**config.mk**
```make
export PLATFORM = sky130hd
export DESIGN_NAME = circuito
export DESIGN_NICKNAME = d
export VERILOG_FILES = /design/src/rtl/circuito_pkg.sv /design/src/rtl/circuito_rx_serial_8n1.sv /design/src/rtl/circuito.sv
export SDC_FILE = /design/constraint.sdc
export NUM_CORES = 1
export LEC_CHECK = 0
export ABC_AREA = 0
export BUFFER_PORTS_ARGS = -buffer_cell sky130_fd_sc_hd__buf_2
export CAP_MARGIN = 20
export CELL_PAD_IN_SITES_DETAIL_PLACEMENT = 1
export CELL_PAD_IN_SITES_GLOBAL_PLACEMENT = 2
export CORE_ASPECT_RATIO = 2
export CORE_UTILIZATION = 40
export CTS_CLUSTER_SIZE = 25
export DETAILED_ROUTE_END_ITERATION = 7
export PLACE_DENSITY_LB_ADDON = 0.1
export SKIP_CTS_REPAIR_TIMING = 1
export SLEW_MARGIN = 10
export SYNTH_ARGS = -nofsm -noshare
export SYNTH_HDL_FRONTEND = slang
export SYNTH_HIERARCHICAL = 1
export SYNTH_SLANG_ARGS = --single-unit
```
**constraint.sdc**
```tcl
create_clock -name clock -period 3.4 [get_ports clock]
set_clock_uncertainty 0.15 [all_clocks]
set_input_delay 0.34 -clock clock [delete_from_list [all_inputs] [get_ports clock]]
set_output_delay 0.34 -clock clock [all_outputs]
set_load 0.02 [all_outputs]
```
**src/rtl/circuito_pkg.sv**
```systemverilog
// Shared constants, state encodings and ASCII helpers for the serial-to-PWM servo controller.
package circuito_pkg;

    localparam int unsigned CLKS_PER_BIT = 434;
    localparam int unsigned PWM_PERIOD   = 1_000_000;
    localparam int unsigned WIDTH_MIN    = 50_000;
    localparam int unsigned WIDTH_MID    = 75_000;
    localparam int unsigned WIDTH_MAX    = 100_000;
    localparam int unsigned VAL_W        = 7;

    localparam logic [7:0] ASCII_CMD = 8'h30;
    localparam logic [7:0] ASCII_0   = 8'h30;
    localparam logic [7:0] ASCII_9   = 8'h39;

    typedef enum logic [2:0] {
        WAIT_CMD, MIN_T, MIN_U, MAX_T, MAX_U, CUR_T, CUR_U
    } parse_state_e;

    typedef enum logic [1:0] {
        RX_IDLE, RX_START, RX_DATA, RX_STOP
    } rx_state_e;

    function automatic logic is_digit(input logic [7:0] b);
        return (b >= ASCII_0) && (b <= ASCII_9);
    endfunction

    function automatic logic [3:0] digit_val(input logic [7:0] b);
        return 4'(b - ASCII_0);
    endfunction

endpackage

```
**src/rtl/circuito_rx_serial_8n1.sv**
```systemverilog
// UART 8N1 receiver: mid-bit sampling, glitch rejection on the start bit,
// one-clock valid pulse for good bytes and an error pulse for a bad stop bit.
module rx_serial_8n1 #(
    parameter int unsigned CLKS_PER_BIT = circuito_pkg::CLKS_PER_BIT
) (
    input  logic       clk,
    input  logic       rst,
    input  logic       rx_i,
    output logic [7:0] byte_o,
    output logic       valid_o,
    output logic       frame_err_o
);
    import circuito_pkg::*;

    localparam int unsigned CNT_W = $clog2(CLKS_PER_BIT);
    localparam int unsigned HALF  = CLKS_PER_BIT / 2;

    rx_state_e        state_q;
    logic [1:0]       sync_q;
    logic             prev_q;
    logic [CNT_W-1:0] cnt_q;
    logic [2:0]       bit_q;
    logic [7:0]       shift_q;
    logic             rx_s;

    assign rx_s = sync_q[1];

    // prev_q resets low so a line that is low at reset release is not taken as a start bit
    always_ff @(posedge clk or posedge rst) begin
        if (rst) begin
            state_q     <= RX_IDLE;
            sync_q      <= 2'b00;
            prev_q      <= 1'b0;
            cnt_q       <= '0;
            bit_q       <= '0;
            shift_q     <= '0;
            byte_o      <= '0;
            valid_o     <= 1'b0;
            frame_err_o <= 1'b0;
        end else begin
            sync_q      <= {sync_q[0], rx_i};
            prev_q      <= rx_s;
            valid_o     <= 1'b0;
            frame_err_o <= 1'b0;
            case (state_q)
                RX_IDLE: begin
                    if (prev_q && !rx_s) begin
                        state_q <= RX_START;
                        cnt_q   <= '0;
                    end
                end
                RX_START: begin
                    if (cnt_q == CNT_W'(HALF - 1)) begin
                        cnt_q   <= '0;
                        bit_q   <= '0;
                        state_q <= rx_s ? RX_IDLE : RX_DATA;
                    end else begin
                        cnt_q <= cnt_q + 1'b1;
                    end
                end
                RX_DATA: begin
                    if (cnt_q == CNT_W'(CLKS_PER_BIT - 1)) begin
                        cnt_q   <= '0;
                        shift_q <= {rx_s, shift_q[7:1]};
                        if (bit_q == 3'd7) state_q <= RX_STOP;
                        else               bit_q   <= bit_q + 1'b1;
                    end else begin
                        cnt_q <= cnt_q + 1'b1;
                    end
                end
                default: begin
                    if (cnt_q == CNT_W'(CLKS_PER_BIT - 1)) begin
                        cnt_q   <= '0;
                        state_q <= RX_IDLE;
                        if (rx_s) begin
                            byte_o  <= shift_q;
                            valid_o <= 1'b1;
                        end else begin
                            frame_err_o <= 1'b1;
                        end
                    end else begin
                        cnt_q <= cnt_q + 1'b1;
                    end
                end
            endcase
        end
    end

endmodule

```
**src/rtl/circuito.sv**
```systemverilog
// Servo controller: ASCII frames "0 MM mm CC" over UART set MIN/MAX/CUR, which pick
// a 1.0/1.5/2.0 ms pulse width; the width changes only at a PWM period boundary.
module circuito #(
    parameter int unsigned CLKS_PER_BIT = circuito_pkg::CLKS_PER_BIT,
    parameter int unsigned PWM_PERIOD   = circuito_pkg::PWM_PERIOD,
    parameter int unsigned WIDTH_MIN    = circuito_pkg::WIDTH_MIN,
    parameter int unsigned WIDTH_MID    = circuito_pkg::WIDTH_MID,
    parameter int unsigned WIDTH_MAX    = circuito_pkg::WIDTH_MAX
) (
    input  logic clock,
    input  logic reset,
    input  logic entrada_serial,
    output logic pwm
);
    import circuito_pkg::*;

    localparam int unsigned CNT_SPAN = (PWM_PERIOD > WIDTH_MAX) ? PWM_PERIOD : WIDTH_MAX + 1;
    localparam int unsigned CNT_W    = $clog2(CNT_SPAN);

    logic [7:0]       rx_byte;
    logic             rx_valid;
    logic             rx_err;

    parse_state_e     state_q;
    logic [3:0]       mt_q, mu_q, xt_q, xu_q, ct_q;
    logic [VAL_W-1:0] min_q, max_q, cur_q;
    logic             commit_q;
    logic [VAL_W-1:0] new_min, new_max, new_cur;
    logic             rx_digit;

    logic             configured_q;
    logic [CNT_W-1:0] cnt_q, width_q, width_pend_q, width_sel;

    rx_serial_8n1 #(.CLKS_PER_BIT(CLKS_PER_BIT)) u_rx (
        .clk         (clock),
        .rst         (reset),
        .rx_i        (entrada_serial),
        .byte_o      (rx_byte),
        .valid_o     (rx_valid),
        .frame_err_o (rx_err)
    );

    always_comb begin
        rx_digit = is_digit(rx_byte);
        new_min  = 7'(mt_q) * 7'd10 + 7'(mu_q);
        new_max  = 7'(xt_q) * 7'd10 + 7'(xu_q);
        new_cur  = 7'(ct_q) * 7'd10 + 7'(digit_val(rx_byte));
    end

    // Frame parser: values are latched on the last digit, the width is derived one clock later
    always_ff @(posedge clock or posedge reset) begin
        if (reset) begin
            state_q  <= WAIT_CMD;
            mt_q     <= '0;
            mu_q     <= '0;
            xt_q     <= '0;
            xu_q     <= '0;
            ct_q     <= '0;
            min_q    <= '0;
            max_q    <= '0;
            cur_q    <= '0;
            commit_q <= 1'b0;
        end else begin
            commit_q <= 1'b0;
            if (rx_err) begin
                state_q <= WAIT_CMD;
            end else if (rx_valid) begin
                if (state_q == WAIT_CMD) begin
                    if (rx_byte == ASCII_CMD) state_q <= MIN_T;
                end else if (!rx_digit) begin
                    state_q <= WAIT_CMD;
                end else begin
                    case (state_q)
                        MIN_T:   begin mt_q <= digit_val(rx_byte); state_q <= MIN_U; end
                        MIN_U:   begin mu_q <= digit_val(rx_byte); state_q <= MAX_T; end
                        MAX_T:   begin xt_q <= digit_val(rx_byte); state_q <= MAX_U; end
                        MAX_U:   begin xu_q <= digit_val(rx_byte); state_q <= CUR_T; end
                        CUR_T:   begin ct_q <= digit_val(rx_byte); state_q <= CUR_U; end
                        default: begin
                            state_q <= WAIT_CMD;
                            if (new_min <= new_max) begin
                                min_q    <= new_min;
                                max_q    <= new_max;
                                cur_q    <= new_cur;
                                commit_q <= 1'b1;
                            end
                        end
                    endcase
                end
            end
        end
    end

    always_comb begin
        width_sel = CNT_W'(WIDTH_MID);
        if (cur_q < min_q)      width_sel = CNT_W'(WIDTH_MIN);
        else if (cur_q > max_q) width_sel = CNT_W'(WIDTH_MAX);
    end

    // PWM: the running width is swapped only at wrap so every pulse is whole
    always_ff @(posedge clock or posedge reset) begin
        if (reset) begin
            configured_q <= 1'b0;
            cnt_q        <= '0;
            width_q      <= '0;
            width_pend_q <= '0;
            pwm          <= 1'b0;
        end else begin
            if (commit_q) width_pend_q <= width_sel;
            if (!configured_q) begin
                if (commit_q) begin
                    configured_q <= 1'b1;
                    width_q      <= width_sel;
                end
            end else begin
                pwm <= (cnt_q < width_q);
                if (cnt_q == CNT_W'(PWM_PERIOD - 1)) begin
                    cnt_q   <= '0;
                    width_q <= commit_q ? width_sel : width_pend_q;
                end else begin
                    cnt_q <= cnt_q + 1'b1;
                end
            end
        end
    end

endmodule

```
== Yosys cells after proc, flatten, opt, wreduce, memory -nomap -nowiden ==
Cells that the tools add are included.
Word-level totals
  output and inout port bits: 1
  bits in registers: 142
Cells by class
  equality and inequality tests: 19
  multipliers: 3
  add/sub/neg operators: 7
  order comparisons: 6
  reductions and logical operators: 23
  bitwise logic cells: 4
  muxes and demuxes: 42
Operators by type and width (count)
  2-to-1 mux 20 bit: 5
  AND reduction 5 bit: 6
  2-to-1 mux 9 bit: 3
  2-to-1 mux 3 bit: 8
  adder 7 x 4 -> 7 bit: 3
  adder 20 x 1 -> 20 bit (second input constant): 1
  == test 20 bit (second input constant): 1
  < comparator 20 bit: 1
  multiplier 4 x 3 -> 6 bit (second input constant): 3
  one-hot mux 9 bit (2 select lines): 1
  2-to-1 mux 17 bit: 1
  2-to-1 mux 16 bit: 1
  one-hot mux 3 bit (5 select lines): 1
  2-to-1 mux 1 bit: 14
  2-to-1 mux 2 bit: 6
  inequality test 2 x 1 -> 1 bit (second input constant): 5
  adder 9 x 1 -> 9 bit (second input constant): 1
  == test 3 bit (second input constant): 3
  == test 9 x 8 -> 1 bit (second input constant): 1
  == test 9 bit (second input constant): 1
  == test 8 x 6 -> 1 bit (second input constant): 1
  >= comparator 8 x 6 -> 1 bit (second input constant): 1
  <= comparator 8 x 6 -> 1 bit (second input constant): 1
  > comparator 7 bit: 1
  other kinds (25): 34

== Depth between registers and ports, before layout ==
Gate-level depths: netlist of run 1.
  depth after elaboration: 9
  depth in mapped cells: 13

== Cells and area by module ==
The synthesis of run 1 kept the hierarchy.
By module, submodules not included
  circuito: sequential area each 2677.6 sq um, area an instance 5984.5 sq um, instances 1, cells an instance 546
  rx_serial_8n1: sequential area each 875.8 sq um, area an instance 1611.5 sq um, instances 1, cells an instance 134

== Worst setup path after synthesis of run 1 ==
No wires, ideal clock.
  path kind: register to register
  start: register xt_q[1]
  end: register cur_q[1]
  period minus slack after synthesis: 3.531 ns
  arrival: 3.256 ns
  slack: -0.131 ns
  path buffers: 1
  stages on the path, launching flop included: 14
  cell sequence: dfrtp_1 -> ha_1 -> ha_1 -> inv_1 -> fa_1 -> nor3b_1 -> xnor2_1 -> ha_1 -> and3_1 -> a221oi_1 -> a21oi_1 -> nor2_1 -> buf_2 -> mux2_2
Between the ends
  cells in the longest elaborated chain, start to end: 4
RTL lines
  start: declaration: RTL line circuito.sv:25  | logic [3:0] mt_q, mu_q, xt_q, xu_q, ct_q;
  start signal: assignment: RTL line circuito.sv:56  | xt_q <= '0;
  start signal: assignment: RTL line circuito.sv:76  | MAX_T: begin xt_q <= digit_val(rx_byte); state_q <= MAX_U; end
  multiplier 4 x 3 -> 6 bit: RTL line circuito.sv:46  | new_max = 7'(xt_q) * 7'd10 + 7'(xu_q);
  adder 7 x 4 -> 7 bit: RTL line circuito.sv:46
  <= comparator 7 bit: RTL line circuito.sv:81  | if (new_min <= new_max) begin
  AND reduction 6 bit (no line)
  end signal: assignment: RTL line circuito.sv:84  | cur_q <= new_cur;
  end: declaration: RTL line circuito.sv:26  | logic [VAL_W-1:0] min_q, max_q, cur_q;
No other way between the ends.
A chain may end at the register's enable or synchronous reset.

== Worst setup path in the final report of run 1 ==
  start: register xt_q[3]
  end: register min_q[3]
Between the ends
  cells in the longest elaborated chain, start to end: 4
RTL lines
  multiplier 4 x 3 -> 6 bit: RTL line circuito.sv:46
  adder 7 x 4 -> 7 bit: RTL line circuito.sv:46
  <= comparator 7 bit: RTL line circuito.sv:81
  AND reduction 6 bit (no line)
  end signal: assignment: RTL line circuito.sv:82  | min_q <= new_min;
  end: declaration: RTL line circuito.sv:26
No other way between the ends.

==> impl_metrics.tcl, run 1 <==
set metrics [dict create \
    status "complete, but fails checks" \
    violations "setup timing" \
    ys.flop_type "dfrtp_1" \
    yosys.area_share.simple_pct 13.8 \
    drtIter0Drc 72 \
    muxShareOfSynthArea_pct 7.59 \
    wl_per_cell_um 19.4 \
    avgSynthCellArea_um2 11.2 \
    drc 0 \
    initial_utilization_pct 40.5 \
    die-area_um2 19600 \
    fin_nets 787 \
    synth_area_leader_cell "dfrtp_1" \
    cts_tree "yes" \
    hold_viol 0 \
    synth_top_family_by_area "simple AND/OR/NAND/NOR gates" \
    die_x_um 99.4 \
    yosysMostFrequentCell "dfrtp_1" \
    grt_max_degree 36 \
    die_h_um 197 \
    rows 71 \
    crit-reg2reg-launch "xt_q[3]$_DFFE_PP0P_" \
    areaGrowthSynthToFinish_pct 15.0 \
    track_usage_pct 21.6 \
    clk_pin_slew_ps 60 \
    synthesis.area_um2 7600 \
    cts.sinks 142 \
    ys_top_cells_by_count "142 x dfrtp_1, 65 x ha_1, 65 x inv_1" \
    synthCells 680 \
    gp_congestion 0.775 \
    reg2reg_to "min_q[3]$_DFFE_PP0P_" \
    htree_levels 4 \
    p_per_area_nw_per_um2 445 \
    vias_per_cell 5.34 \
    syn_nets 754 \
    grt_pass1_vias 6052 \
    dp_hpwl_um 14900 \
    synth_area_leaders "dfrtp_1 47%, ha_1 11%, mux2_2 6.4%" \
    num_antenna_cells 0 \
    arrival_ps 3710 \
    post_dp_cell_area_um2 8020 \
    clkLatencyLatePin_ps 430 \
    grt-ovfl-total 0 \
    finalCriticalPeriod_ps 3550 \
    synth_edf_count 0 \
    grt_pass1_wl_um 31700 \
    synth_top_area_share_pct 46.8 \
    yosys_warnings 6 \
    cts_made_buffers 17 \
    core_um2 18700 \
    ir_drop_mv 0.246 \
    critPathCapture "min_q[3]$_DFFE_PP0P_" \
    stdcell_area_um2 8730 \
    ff2ff_path_depth 13 \
    cts_root_buffer "clkbuf_16" \
    ys_seq_area_share_pct 46.8 \
    cell_internal_pwr_mw 2.95 \
    required_ps 3560 \
    clockBufferDepth 2 \
    endpoint_kind "flip-flop" \
    crit_type "reg -> reg" \
    ys_ff_latch 142 \
    postLayoutSetupSlackWorst_ps -151 \
    io_pins 4 \
    finalCritPeriodShare_pct 104 \
    maxSlewHeadroom_pct 53.1 \
    nFillCells 1984 \
    min_path_type "reg -> reg" \
    p_leak_nw 4.17 \
    drt-total-wl_um 19000 \
    rsz0062_at_grt "true" \
    tightest_slew_ps 697 \
    first_pass_iters 4 \
    multi_input_area_um2 3770 \
    critPathMaxFanout 7 \
    drive_gt1_share_pct 19.6 \
    slew_violations 0 \
    async_reset_ff_share_pct 100 \
    setup_viol 20 \
    crit_start "xt_q[3]$_DFFE_PP0P_" \
    antenna_found_initial 0 \
    drtAntennaViolNets 0 \
    r2r_setup_slack_ps -150 \
    power_switching_uw 939 \
    sw_frac_of_total_pct 24.2 \
    synth.distinct_cells 71 \
    hold_slack_ps 210 \
    yosys.area_share.adder_pct 12.4 \
    cap_violations 0 \
    port_buffers 3 \
    combPwrFrac_pct 3.9 \
    register_area_um2 3550 \
    vias 5234 \
    fmax_mhz 282 \
    clkPwrFrac_pct 50.1 \
    synth_compound_area_share_pct 11.3 \
    synth_xor_area_share_pct 3.57 \
    pwr-share-seq_pct 46.0 \
    crit_path_start_kind "flip-flop" \
]
metrics by stage:
stage	setup WS, ps	cells	util, %	setup TNS [ps]	total power [mW]
floorplan	-15.7	680	-	-47.2	1.92
global placement	-50.7	946	42.8	-621	1.96
detailed placement	-199	946	42.8	-3390	1.97
CTS	-210	978	46.1	-3610	3.94
global route	-290	981	46.6	-5250	4.04
finish	-151	981	46.6	-2310	3.89
flip-flops by register name, summed over array words and instances, names as in the netlist, 8 cells and up:
name	cells
u_rx/shift_q	8
u_rx/byte_o	8
width_pend_q	20
cnt_q	20
u_rx/cnt_q	9
width_q	20
how the worst min path moves through the flow:
stage / startpoint / end / slack, ps / depth (start not counted)
2_1_floorplan: u_rx/sync_q[0]$_DFF_PP0_ / u_rx/sync_q[1]$_DFF_PP0_ / 180 / 0
3_3_place_gp: u_rx/sync_q[0]$_DFF_PP0_ / u_rx/sync_q[1]$_DFF_PP0_ / 190 / 0
3_5_place_dp: u_rx/sync_q[0]$_DFF_PP0_ / u_rx/sync_q[1]$_DFF_PP0_ / 200 / 0
4_1_cts: reset / xu_q[1]$_DFFE_PP0P_ / -220 / 2
5_1_grt: u_rx/sync_q[0]$_DFF_PP0_ / u_rx/sync_q[1]$_DFF_PP0_ / 230 / 0
6_report: u_rx/sync_q[0]$_DFF_PP0_ / u_rx/sync_q[1]$_DFF_PP0_ / 210 / 0
cell usage in the layout (no fill, tap or decap), types with 4 or more instances in the layout:
cell type	synthesis	final
clkinvlp_4	0	4
and2b_2	8	8
a31oi_1	5	5
nor3_1	8	8
dfrtp_1	142	142
or3_1	4	4
fa_1	6	5
o21a_1	11	11
nand2_1	40	40
nor2b_1	6	6
mux2i_1	7	7
nor2_1	35	34
o21ai_0	36	36
a21oi_1	13	12
clkbuf_16	0	18
o22ai_1	12	12
inv_6	0	4
and3_1	6	5
or2_2	4	4
nand4_1	16	16
nand3_1	14	14
a21o_1	16	16
buf_4	2	19
ha_1	65	64
xnor2_1	20	19
a211oi_1	5	5
mux2_2	43	41
inv_1	65	63
xor2_1	11	10
a22o_1	14	14
area by class of cell:
| class | instances | share of cell area, % |
|---|---|---|
| Multi-Input combinational cell | 460 | 43.1 |
| Sequential cell | 142 | 40.7 |
| Clock buffer | 18 | 4.91 |
| Tap cell | 255 | 3.65 |
| Inverter | 65 | 2.82 |
| Timing Repair Buffer | 27 | 2.72 |
| Clock inverter | 14 | 2.08 |
worst max-delay path, cell delays in order (launching register included):
cell and delay [ps]:
dfrtp_1 390, ha_1 310, ha_1 200, inv_1 70
fa_1 450, nor3b_2 200, xnor2_1 180, ha_1 290
buf_4 150, a221oi_4 260, a21oi_2 120, nor2_4 180
clkbuf_16 180, mux2_2 320
logic make-up after synthesis:
| logic type | Yosys count |
|---|---|
| compound gates | 127 |
| buf+inv | 78 |
| flops | 142 |
| xor+xnor | 31 |
| simple gates | 178 |
| fa+ha+maj | 72 |
| mux | 52 |
power by group through the flow:
stage / registers, mW / clock network [mW] / logic [mW]
3_3_place_gp: 1.81 / 0 / 0.144
3_5_place_dp: 1.82 / 0 / 0.155
4_1_cts: 1.79 / 1.99 / 0.155
2_1_floorplan: 1.79 / 0 / 0.123
5_1_grt: 1.79 / 2.07 / 0.177
6_report: 1.79 / 1.95 / 0.152
routing by layer:
metal	global-route usage [%]	up-vias	routed length, µm
met5	0	-	0
met4	12.5	0	939
met3	3.62	39	298
met2	43.5	51	11500
met1	19.5	2680	6220
li1	-	2464	-
Note: power is estimated with default switching activity, not from simulation.
==> inputs of run 2 (changes only) <==
CELL_PAD_IN_SITES_DETAIL_PLACEMENT = 0   (was 1)
==> run 2 against run 1 <==
  * The flow still finishes with violations (setup timing)
  * Hold slack got worse by 6.0 ps
  * Final area grew 0.52%
  * Global-route usage decreased by 1.7 points
  * Utilization grew 0.24 points
  * Setup slack better by 4.9 ps
  * Sequential power about the same
  * Clock-buffer cell count increased by 3
  * Flip-flop and latch count is the same
  * Register-to-register slack about the same
  * Non-clock buffer count increased by 2
  * Fmax is 0.14% higher
  * Routed wire length fell by 5.7%
  * Critical path type unchanged
  * Largest power group unchanged
==> impl_metrics.tcl, run 2 (synthesized netlist as in run 1, its figures left out) <==
set metrics [dict create \
    status "complete, but fails checks" \
    violations "setup timing" \
    multi_input_area_um2 3790 \
    rsz0062_at_grt "true" \
    clk_pin_slew_ps 60 \
    hold_viol 0 \
    setup_viol 20 \
    critPathMaxFanout 7 \
    wl_per_cell_um 18.2 \
    ir_drop_mv 0.270 \
    vias_per_cell 5.25 \
    instances_no_fill 982 \
    grt_max_degree 36 \
    drtAntennaViolNets 0 \
    antenna_found_initial 0 \
    dp_hpwl_um 14000 \
    finalCritPeriodShare_pct 104 \
    reg.largest.list "cnt_q: 20 flops, width_pend_q: 20 flops, width_q: 20 flops" \
    stdcell_area_um2 8780 \
    crit_path_start_kind "flip-flop" \
    die-area_um2 19600 \
    critPathCapture "min_q[4]$_DFFE_PP0P_" \
    num_antenna_cells 0 \
    p_per_area_nw_per_um2 441 \
    power_mw 3.87 \
    crit_start "mt_q[3]$_DFFE_PP0P_" \
    clockBufferDepth 2 \
    p_leak_nw 4.19 \
    ff2ff_path_depth 13 \
    cts.sinks 142 \
    hold_start "u_rx/sync_q[0]$_DFF_PP0_" \
    setup_tns_ps -2110 \
    fin_nets 789 \
    reg2reg_to "min_q[4]$_DFFE_PP0P_" \
    cap_violations 0 \
    drt-total-wl_um 17900 \
    grt-ovfl-total 0 \
    cts_tree "yes" \
    die_x_um 99.4 \
    crit_type "reg -> reg" \
    pre_cts_ws_ps -155 \
    finalCriticalPeriod_ps 3550 \
    cts_root_buffer "clkbuf_16" \
    required_ps 3550 \
    vias 5155 \
    postLayoutSetupSlackWorst_ps -146 \
    crit-reg2reg-launch "mt_q[3]$_DFFE_PP0P_" \
    grt_pass1_wl_um 29100 \
    drtIter0Drc 151 \
    gp_congestion 0.775 \
    initial_utilization_pct 40.5 \
    areaGrowthSynthToFinish_pct 15.6 \
    first_pass_iters 4 \
    rows 71 \
    r2r_setup_slack_ps -150 \
    min_path_type "reg -> reg" \
    core_um2 18700 \
    final_cell_mix "142 x dfrtp_1, 63 x ha_1, 62 x inv_1, 40 x nand2_1, 37 x mux2_2" \
    endpoint_kind "flip-flop" \
    die_h_um 197 \
    hold_slack_ps 204 \
    drive_gt1_share_pct 20.4 \
    post_dp_cell_area_um2 8020 \
    htree_levels 4 \
    track_usage_pct 19.9 \
    maxSlewHeadroom_pct 51.7 \
    fmax_mhz 282 \
    register_area_um2 3550 \
    layout_commonest_cell "dfrtp_1" \
    slew_violations 0 \
    tightest_slew_ps 717 \
    nFillCells 1735 \
    final_util_pct 46.8 \
    dpl.cell_count 946 \
    clkLatencyLatePin_ps 420 \
    arrival_ps 3690 \
    cts_made_buffers 17 \
    port_buffers 3 \
    io_pins 4 \
    grt_pass1_vias 5497 \
    drc 0 \
]
-- run 2: where the power goes --
part,internal (mW),switching (mW)
Sequential,1.73,0.0593
Combinational,0.0532,0.0928
Clock,1.23,0.714
Total,3.01,0.866
-- run 2: how the worst min path moves through the flow --
stage,cells after the start,end,slack (ps)
after global placement,0,u_rx/sync_q[1]$_DFF_PP0_,190
after CTS,2,xu_q[3]$_DFFE_PP0P_,-210
after global routing,0,u_rx/sync_q[1]$_DFF_PP0_,210
after floorplan,0,u_rx/sync_q[1]$_DFF_PP0_,180
final,0,u_rx/sync_q[1]$_DFF_PP0_,200
after detailed placement,0,u_rx/sync_q[1]$_DFF_PP0_,200
-- run 2: per-layer routing --
layer | wire length, µm | global-route usage [%]
met5 | 0 | 0
met3 | 221 | 3.16
met1 | 6180 | 18.1
met2 | 11000 | 40.9
met4 | 546 | 9.53
-- run 2: layout make-up --
type | count | share of cell area [%]
multi-input cells | 460 | 43.2
flip-flops and latches | 142 | 40.5
clock buffers | 21 | 5.47
well taps | 255 | 3.63
repair buffers | 29 | 2.88
inverters | 65 | 2.81
clock inverters | 10 | 1.55
-- run 2: worst max-delay path: stages (launching register included) --
cell and delay (ps):
dfrtp_1 390, ha_1 310, ha_2 180, inv_2 50, fa_2 470, nor3b_2 240
xnor2_2 160, ha_1 280, buf_4 150, a221oi_4 270, a21oi_2 120, nor2_4 170
clkbuf_16 180, mux2_2 330
==> inputs of run 3 (changes only) <==
--- a/config.mk
+++ b/config.mk
@@ -12,3 +12,3 @@
 export CELL_PAD_IN_SITES_GLOBAL_PLACEMENT = 2
-export CORE_ASPECT_RATIO = 2
+export CORE_ASPECT_RATIO = 1.5
 export CORE_UTILIZATION = 40
--- a/constraint.sdc
+++ b/constraint.sdc
@@ -4,2 +4,2 @@
 set_output_delay 0.34 -clock clock [all_outputs]
-set_load 0.02 [all_outputs]
+set_load 0.1 [all_outputs]
==> run 3 against run 2 <==
  * The flow still finishes with violations (setup timing)
  * Die area down 0.11%
  * Fmax grew 2.0%
  * Hold slack about the same
  * Global-route usage fell by 1.3 points
  * Clock-buffer cell count down 2
  * Via count fell by 1.0%
  * Largest cell class unchanged
  * Clock power rose by 6%
==> impl_metrics.tcl, run 3 (synthesized netlist as in run 1, its figures left out) <==
set metrics [dict create \
    slew_violations 0 \
    rows 61 \
    endpoint_kind "flip-flop" \
    cts_root_buffer "clkbuf_16" \
    drt-total-wl_um 16600 \
    arrival_ps 3630 \
    dp_hpwl_um 12600 \
    rsz0062_at_grt "true" \
    grt_pass1_wl_um 27500 \
    status "complete, but fails checks" \
    grt_pass1_vias 5310 \
    drtAntennaViolNets 0 \
    io_pins 4 \
    num_antenna_cells 0 \
    crit_chain "ha_1 -> ha_2 -> inv_2 -> fa_1 -> nor3b_2 -> xnor2_1 -> ha_1 -> and3_4 -> buf_6 -> and3_1 -> a21oi_2 -> nor2_4 -> clkbuf_16 -> mux2_4" \
    drive_gt1_share_pct 20.2 \
    reg.largest.list "cnt_q: 20 flops, width_pend_q: 20 flops, width_q: 20 flops" \
    clockBufferDepth 2 \
    nFillCells 1703 \
    drc 0 \
    hold_start "u_rx/sync_q[0]$_DFF_PP0_" \
    busiest_layer "met2" \
    antenna_found_initial 0 \
    clkLatencyLatePin_ps 430 \
    port_buffers 3 \
    die_h_um 171 \
    setup_tns_ps -913 \
    min_path_type "reg -> reg" \
    instances_no_fill 983 \
    crit-reg2reg-launch "xt_q[3]$_DFFE_PP0P_" \
    grt-ovfl-total 0 \
    vias_per_cell 5.19 \
    crit_path_start_kind "flip-flop" \
    violations "setup timing" \
    maxSlewHeadroom_pct 55.0 \
    hold_viol 0 \
    die_x_um 115 \
    p_per_area_nw_per_um2 448 \
    fin_nets 792 \
    cap_violations 0 \
    tightest_slew_ps 668 \
    grt_use_met1_pct 19.6 \
    vias 5103 \
    die-area_um2 19600 \
    fmax_mhz 288 \
    met2_usage_pct 36.0 \
    ir_drop_mv 0.288 \
    first_pass_iters 6 \
    cp_common_cell "ha_1" \
    cts.sinks 142 \
    setup_viol 19 \
    wl_per_cell_um 16.9 \
    use_met3_pct 3.33 \
    finalCriticalPeriod_ps 3480 \
    crit_start "xt_q[3]$_DFFE_PP0P_" \
    layout_commonest_cell "dfrtp_1" \
    crit_type "reg -> reg" \
    grt_max_degree 82 \
    finalCritPeriodShare_pct 102 \
    cpMaxStageDelayCell "fa_1" \
    postLayoutSetupSlackWorst_ps -77.0 \
    core_um2 18500 \
    areaGrowthSynthToFinish_pct 17.0 \
    drtIter0Drc 180 \
    dpl.cell_count 943 \
    track_usage_pct 18.6 \
    initial_utilization_pct 41.0 \
    final_cell_mix "142 x dfrtp_1, 62 x inv_1, 62 x ha_1, 40 x nand2_1, 36 x o21ai_0" \
    required_ps 3550 \
    critPathMaxStageDelay_ps 480 \
    clk_pin_slew_ps 60 \
    critPathMaxFanout 8 \
    htree_levels 4 \
    p_leak_nw 4.23 \
    cts_made_buffers 17 \
    gp_congestion 0.793 \
    cts_tree "yes" \
]
run 3: worst max-delay path, delay by kind of cell, from the launching register on:
family | cells | cell delay [ps]
buffers and inverters | 3 | 310
multiplexers | 1 | 290
adder cells (fa/ha/maj) | 4 | 1220
AO/OA/AOI/OAI | 1 | 180
XOR/XNOR | 1 | 180
flip-flops | 1 | 380
AND/OR/NAND/NOR | 4 | 640
run 3: final timing paths:
kind | depth (start not counted) | end | slack [ps]
min in group asynchronous | 3 | width_q[5]$_DFFE_PP0P_ | 320
setup / recovery | 14 | min_q[6]$_DFFE_PP0P_ | -80
setup reg to reg | 14 | min_q[6]$_DFFE_PP0P_ | -80
hold / removal | 0 | u_rx/sync_q[1]$_DFF_PP0_ | 200
hold reg to reg | 0 | u_rx/sync_q[1]$_DFF_PP0_ | 200
max in group asynchronous | 5 | mu_q[1]$_DFFE_PP0P_ | 1920
run 3: stage by stage:
step / utilization, % / hold slack [ps] / setup slack, ps / total power, mW / cell area (µm²)
3_3_place_gp: 43.2 / 195 / -12.0 / 1.96 / 8020
5_1_grt: 47.9 / 208 / -242 / 4.14 / 8890
2_1_floorplan: - / 181 / -15.7 / 1.92 / 7620
6_report: 47.9 / 204 / -77.0 / 3.98 / 8890
3_5_place_dp: 43.2 / 192 / -112 / 1.96 / 8020
4_1_cts: 46.8 / -146 / -124 / 4.03 / 8680
run 3: report_power, final:
group | internal, mW | switching (mW) | leakage (nW) | total, mW
Combinational | 0.0574 | 0.0917 | 1.95 | 0.149
Sequential | 1.73 | 0.0555 | 1.97 | 1.78
Clock | 1.32 | 0.723 | 0.313 | 2.05
Total | 3.11 | 0.870 | 4.23 | 3.98
run 3: area by class of cell:
type / instances / area, µm² / area share, %
clock inverter: 13 / 214 / 2.41
timing repair buffer: 32 / 295 / 3.32
tap: 252 / 315 / 3.55
sequential: 142 / 3550 / 40.0
multi-input combinational: 460 / 3820 / 43.0
inverter: 65 / 246 / 2.77
clock buffer: 19 / 443 / 4.98
run 3: routing by layer:
metal / vias to the layer above / part of all wire (%)
met4: 0 / 2.0
met1: 2552 / 39
met5: - / 0
li1: 2493 / -
met2: 39 / 58
met3: 19 / 1.2
